===== config.mk =====
export PLATFORM = sky130hd
export DESIGN_NAME = hazard_scoreboard
export DESIGN_NICKNAME = d
export VERILOG_FILES = /design/src/rtl/hazard_pkg.sv /design/src/rtl/hazard_scoreboard_sb_entry.sv /design/src/rtl/hazard_scoreboard.sv
export SDC_FILE = /design/constraint.sdc
export NUM_CORES = 1
export LEC_CHECK = 0
export ABC_AREA = 1
export CAP_MARGIN = 0
export CORE_MARGIN = 2
export CORE_UTILIZATION = 40
export DETAILED_ROUTE_END_ITERATION = 8
export DONT_BUFFER_PORTS = 1
export GPL_TIMING_DRIVEN = 1
export PLACE_DENSITY_LB_ADDON = 0.12
export SYNTH_ARGS = -nofsm -noshare
export SYNTH_HDL_FRONTEND = slang
export SYNTH_HIERARCHICAL = 1
export SYNTH_SLANG_ARGS = --single-unit

===== constraint.sdc =====
create_clock -name clk -period 10.2 [get_ports clk]
set_clock_uncertainty 0.15 [all_clocks]
set_input_delay 2.04 -clock clk [delete_from_list [all_inputs] [get_ports clk]]
set_output_delay 2.04 -clock clk [all_outputs]
set_load 0.03 [all_outputs]

===== src/rtl/hazard_pkg.sv =====
// Shared encodings and per-class latency/threshold constants for the hazard scoreboard.
package hazard_pkg;

    typedef enum logic [1:0] {
        CLS_ALU    = 2'b00,
        CLS_LOAD   = 2'b01,
        CLS_MATRIX = 2'b10,
        CLS_RSVD   = 2'b11
    } id_class_e;

    localparam logic [1:0] FWD_ID_EX  = 2'b00;
    localparam logic [1:0] FWD_MEM_WB = 2'b01;
    localparam logic [1:0] FWD_EX_MEM = 2'b10;

    localparam int L_ALU  = 3;
    localparam int L_LOAD = 3;
    localparam logic [1:0] T_ALU    = 2'd3;
    localparam logic [1:0] T_LOAD   = 2'd2;
    localparam logic [1:0] T_MATRIX = 2'd3;

    // Cycles until the producer leaves WB, counted from the cycle after issue.
    function automatic int class_lat(input logic [1:0] cls, input int mat_lat);
        case (id_class_e'(cls))
            CLS_LOAD:   return L_LOAD;
            CLS_MATRIX: return mat_lat + 2;
            default:    return L_ALU;
        endcase
    endfunction

    function automatic logic [1:0] class_thr(input logic [1:0] cls);
        case (id_class_e'(cls))
            CLS_LOAD:   return T_LOAD;
            CLS_MATRIX: return T_MATRIX;
            default:    return T_ALU;
        endcase
    endfunction

endpackage


===== src/rtl/hazard_scoreboard_sb_entry.sv =====
// One scoreboard entry: busy flag, countdown to WB exit, and the producer's ready threshold.
module sb_entry #(
    parameter int CNT_W = 4
) (
    input  logic             clk,
    input  logic             rstn,
    input  logic             load,
    input  logic [CNT_W-1:0] load_cnt,
    input  logic [1:0]       load_thr,
    output logic             busy,
    output logic [CNT_W-1:0] cnt,
    output logic [1:0]       thr
);

    always_ff @(posedge clk or negedge rstn) begin
        if (!rstn) begin
            busy <= 1'b0;
            cnt  <= '0;
            thr  <= '0;
        end else if (load) begin
            // A new producer wins over the decrement and replaces both cnt and threshold.
            busy <= 1'b1;
            cnt  <= load_cnt;
            thr  <= load_thr;
        end else if (busy) begin
            cnt <= cnt - CNT_W'(1);
            if (cnt == CNT_W'(1))
                busy <= 1'b0;
        end
    end

endmodule


===== src/rtl/hazard_scoreboard.sv =====
// ID-stage hazard scoreboard: stalls on load-use, matrix and WAW hazards, registers forwarding selects.
module hazard_scoreboard
    import hazard_pkg::*;
#(
    parameter int NUM_XREGS = 32,
    parameter int NUM_MREGS = 4,
    parameter int MAT_LAT   = 4,
    parameter int CNT_W     = 4
) (
    input  logic                           clk,
    input  logic                           rstn,
    input  logic                           id_valid,
    input  logic [4:0]                     id_rs1,
    input  logic [4:0]                     id_rs2,
    input  logic                           id_rs1_m,
    input  logic                           id_rs2_m,
    input  logic                           id_rs1_used,
    input  logic                           id_rs2_used,
    input  logic [4:0]                     id_rd,
    input  logic                           id_rd_m,
    input  logic                           id_wen,
    input  logic [1:0]                     id_class,
    input  logic                           flush,
    output logic                           stall,
    output logic [1:0]                     fwd_a,
    output logic [1:0]                     fwd_b,
    output logic [NUM_XREGS+NUM_MREGS-1:0] busy_vec
);

    localparam int NR    = NUM_XREGS + NUM_MREGS;
    localparam int IDX_W = $clog2(NR);
    localparam int MI_W  = (NUM_MREGS > 1) ? $clog2(NUM_MREGS) : 1;

    logic [NR-1:0]    busy_w;
    logic [CNT_W-1:0] cnt_w [NR];
    logic [1:0]       thr_w [NR];

    logic [IDX_W-1:0] rs1_idx, rs2_idx, rd_idx;
    logic [CNT_W-1:0] new_l;
    logic [1:0]       new_t;
    logic             rd_writes, raw1, raw2, waw, accept, ld_en;
    logic [1:0]       sel_a, sel_b;

    function automatic logic [IDX_W-1:0] map_idx(input logic [4:0] r, input logic m);
        return m ? IDX_W'(NUM_XREGS) + IDX_W'(r[MI_W-1:0]) : IDX_W'(r);
    endfunction

    function automatic logic [1:0] fwd_sel(input logic b, input logic [CNT_W-1:0] c);
        return (b && c == CNT_W'(3)) ? FWD_EX_MEM :
               (b && c == CNT_W'(2)) ? FWD_MEM_WB : FWD_ID_EX;
    endfunction

    assign rs1_idx = map_idx(id_rs1, id_rs1_m);
    assign rs2_idx = map_idx(id_rs2, id_rs2_m);
    assign rd_idx  = map_idx(id_rd, id_rd_m);

    assign new_l     = CNT_W'(class_lat(id_class, MAT_LAT));
    assign new_t     = class_thr(id_class);
    assign rd_writes = id_wen && !(id_rd == 5'd0 && !id_rd_m);

    assign raw1 = id_rs1_used && busy_w[rs1_idx] && (cnt_w[rs1_idx] > CNT_W'(thr_w[rs1_idx]));
    assign raw2 = id_rs2_used && busy_w[rs2_idx] && (cnt_w[rs2_idx] > CNT_W'(thr_w[rs2_idx]));
    // Only stall WAW when the older write would land after the new one.
    assign waw  = rd_writes && busy_w[rd_idx] && (cnt_w[rd_idx] > new_l);

    assign stall  = id_valid && !flush && (raw1 || raw2 || waw);
    assign accept = id_valid && !stall && !flush;
    assign ld_en  = accept && rd_writes;

    assign sel_a = fwd_sel(busy_w[rs1_idx], cnt_w[rs1_idx]);
    assign sel_b = fwd_sel(busy_w[rs2_idx], cnt_w[rs2_idx]);

    for (genvar g = 0; g < NR; g++) begin : g_ent
        if (g == 0) begin : g_tie
            assign busy_w[g] = 1'b0;
            assign cnt_w[g]  = '0;
            assign thr_w[g]  = '0;
        end else begin : g_sb
            sb_entry #(.CNT_W(CNT_W)) u_ent (
                .clk      (clk),
                .rstn     (rstn),
                .load     (ld_en && (rd_idx == IDX_W'(g))),
                .load_cnt (new_l),
                .load_thr (new_t),
                .busy     (busy_w[g]),
                .cnt      (cnt_w[g]),
                .thr      (thr_w[g])
            );
        end
    end

    always_ff @(posedge clk or negedge rstn) begin
        if (!rstn) begin
            fwd_a <= FWD_ID_EX;
            fwd_b <= FWD_ID_EX;
        end else if (accept) begin
            fwd_a <= sel_a;
            fwd_b <= sel_b;
        end else begin
            fwd_a <= FWD_ID_EX;
            fwd_b <= FWD_ID_EX;
        end
    end

    assign busy_vec = busy_w;

endmodule


==> results.yml <==
run_status:
  outcome: "finished clean"
synthesis:
  yosysWarnings: 6
  synth_top_area_share: 0.314
  synth.top_cells.by_area: "dfrtp_1 (31%), nand2_1 (13%), nand3_1 (7.3%)"
  yosysTopAreaCell: "dfrtp_1"
  postSynth.asyncResetShare: 1.00
  netlist_area_sq_um: 19800
  synthCells: 2814
  yosysUniqueCellTypes: 47
  synth_seq_area_share: 0.314
  avgSynthCellArea_sq_um: 7.05
  synth-edff-count: 0
  synth_ff_type: "dfrtp_1"
  ys_ff_latch: 249
timing:
  setup_viol: 0
  relSlewSlack: 0.299
  period_share: 0.821
  hold_viol: 0
  tightest_slew_ps: 1050
  slew_violations: 0
  layout_min_cycle_time_ps: 8370
  rsz0062_at_grt: "no"
  max_freq_mhz: 119
  fin_hold_ws_ps: 364
  fin_setup_tns_ps: 0
  timing.final.ws_setup_ps: 1830
clock_network:
  cts_hold_buf: 0
  clk_latency_ps: 580
  clockRootBuffer: "clkbuf_16"
  path_clk_slew_ps: 60
  clockBufferDepth: 3
  cts_buffers: 30
  htreeDepth: 1
  cts_sinks: 249
  cts_tree: "built"
  cts_resized: 0
  cts_setup_buffers: 0
routing:
  wire_per_inst_um: 22.3
  ant_nets: 0
  num_vias: 19679
  wl_um: 78500
  drc: 0
  drtPass1Iterations: 8
  vias_per_cell: 5.60
  drt_iter0_drc: 2422
power_and_ir_drop:
  power_w: 0.00492
  p_leak_nw: 10.1
  p_per_area_nw_per_um2: 232
  ir_worst_vdd_mv: 0.125
global_routing:
  grt_usage: 0.304
  grt_pass1_wl_um: 118000
  antenna_found_initial: 2
  grt_overflow: 0
  grt_max_degree: 250
  grt_pass1_vias: 18380
floorplan:
  io_pins: 68
  die_w_um: 227
  fp.dieH_um: 227
  core.rowCount: 81
  dieArea_sq_um: 51400
  start_util: 0.405
  coreArea_sq_um: 49000
final_layout:
  n_fill_cell: 5175
  final_cell_mix: "nand2_1 (677), nand3_1 (291), inv_1 (282)"
  syn2layout_area_growth_pct: 7.15
  nNetsFinal: 2934
  layout_commonest_cell: "nand2_1"
  final_area_sq_um: 21300
  drive_above_1_share: 0.102
worst_hold_path:
  hp-start: "g_ent[3].g_sb.u_ent/thr[0]$_DFFE_PN0P_"
  hp-class: "reg -> reg"
critical_path:
  critical_path_class: "in -> out"
  critPathMaxFanout: 25
  cp-startpoint: "id_rs1_m"
  cp-start-kind: "primary input"
  crit_path_end_kind: "output pin"
  arrival_ps: 6180
  crit_required_ps: 8010
  r2r-start: "g_ent[13].g_sb.u_ent/cnt[2]$_DFFE_PN0P_"
placement:
  gp_congestion: 1.03
  hpwlAfterDp_um: 56700
  port_buffers: 0
  placed_area_sq_um: 20300
  post-place-ws_ps: 1960
job:
  maxCapViolCount: 0
-- flip-flops by register name (all words and copies together) (netlist names) --
register,count
fwd_a,2
fwd_b,2
g_ent.g_sb.u_ent/busy,35
g_ent.g_sb.u_ent/cnt,140
g_ent.g_sb.u_ent/thr,70
-- cells in the mapped netlist (2+ instances only) --
library cell,count
ha_1,76
o221ai_1,17
clkbuf_1,33
a31oi_1,37
nor2_2,74
o21ai_1,73
mux2_4,70
a22oi_1,59
buf_6,40
o2111ai_1,2
a21oi_1,102
nand4_1,5
nor2_4,2
clkinv_1,3
nand3b_1,3
nor2_1,250
o211ai_1,28
a221oi_1,6
dfrtp_1,249
nor3_1,3
o21ai_0,160
a21boi_1,70
nand3_1,291
buf_1,9
nand2_1,678
a21boi_0,2
buf_4,13
nand2_2,3
inv_2,74
conb_1,2
o22ai_1,10
xnor2_1,35
o32ai_1,2
buf_2,38
inv_1,283
-- cells by family (layout without fill, tap and decap cells) --
kind of cell / count (synthesis) / count (layout) / share of synthesized area
AOI/OAI and AO/OA: 574 / 574 / 0.174
xor gates and xnor gates: 35 / 35 / 0.0155
adders and majority gates: 76 / 76 / 0.0479
buffers and inverters: 493 / 424 / 0.113
DFF: 249 / 249 / 0.314
muxes: 70 / 70 / 0.0530
other: 2 / 110 / 0.000379
and+or+nand+nor: 1315 / 1315 / 0.282
-- worst max-delay path, stage by stage --
cell	delay, ps
inv_1	40
nand2_1	640
clkinv_1	1040
o211ai_1	540
nand2_1	170
nand2_1	90
nand3_1	90
ha_1	320
inv_1	40
nor2_1	80
o21ai_0	100
nand2_1	90
nand2_1	60
nand2_1	60
inv_1	90
a21oi_1	660
-- per-stage QoR --
stage	cells	utilization
6_report	3517	0.434
5_1_grt	3513	0.434
4_1_cts	3513	0.434
3_5_place_dp	3463	0.414
3_3_place_gp	3463	0.414
2_1_floorplan	2918	-
-- area by class of cell --
cell class | instances | area (sq um) | share of cell area
flip-flops and latches | 249 | 6230 | 0.293
diodes | 4 | 10.0 | 0.000471
inverters | 360 | 1350 | 0.0636
clock buffers | 41 | 863 | 0.0406
repair buffers | 14 | 105 | 0.00495
multi-input cells | 2176 | 11800 | 0.553
well taps | 664 | 831 | 0.0391
clock inverters | 9 | 101 | 0.00477
-- where the power goes --
| part | leakage [nW] | switching (W) | internal (W) |
|---|---|---|---|
| clock | 0.476 | 0.000438 | 0.000633 |
| sequential | 3.22 | 0.000695 | 0.00130 |
| combinational | 6.38 | 0.00113 | 0.000730 |
-- path summary, 6_finish.rpt --
check	slack [ps]	end	cells past startpoint
setup / recovery	1830	stall	16
hold / removal	360	g_ent[3].g_sb.u_ent/thr[0]$_DFFE_PN0P_	1
setup reg to reg	4910	g_ent[25].g_sb.u_ent/cnt[2]$_DFFE_PN0P_	16
hold reg to reg	360	g_ent[3].g_sb.u_ent/thr[0]$_DFFE_PN0P_	1
max in group asynchronous	8270	g_ent[3].g_sb.u_ent/cnt[1]$_DFFE_PN0P_	0
min in group asynchronous	1020	g_ent[11].g_sb.u_ent/cnt[1]$_DFFE_PN0P_	0
-- per-layer routing --
metal / vias to the layer above / global-route usage / wire, um
met5: - / 0 / 11
met3: 146 / 0.0649 / 8030
met4: 2 / 0.0870 / 2310
met1: 9404 / 0.436 / 34900
met2: 965 / 0.458 / 33300
li1: 9162 / - / -
Power figures use the tool's default switching activity.
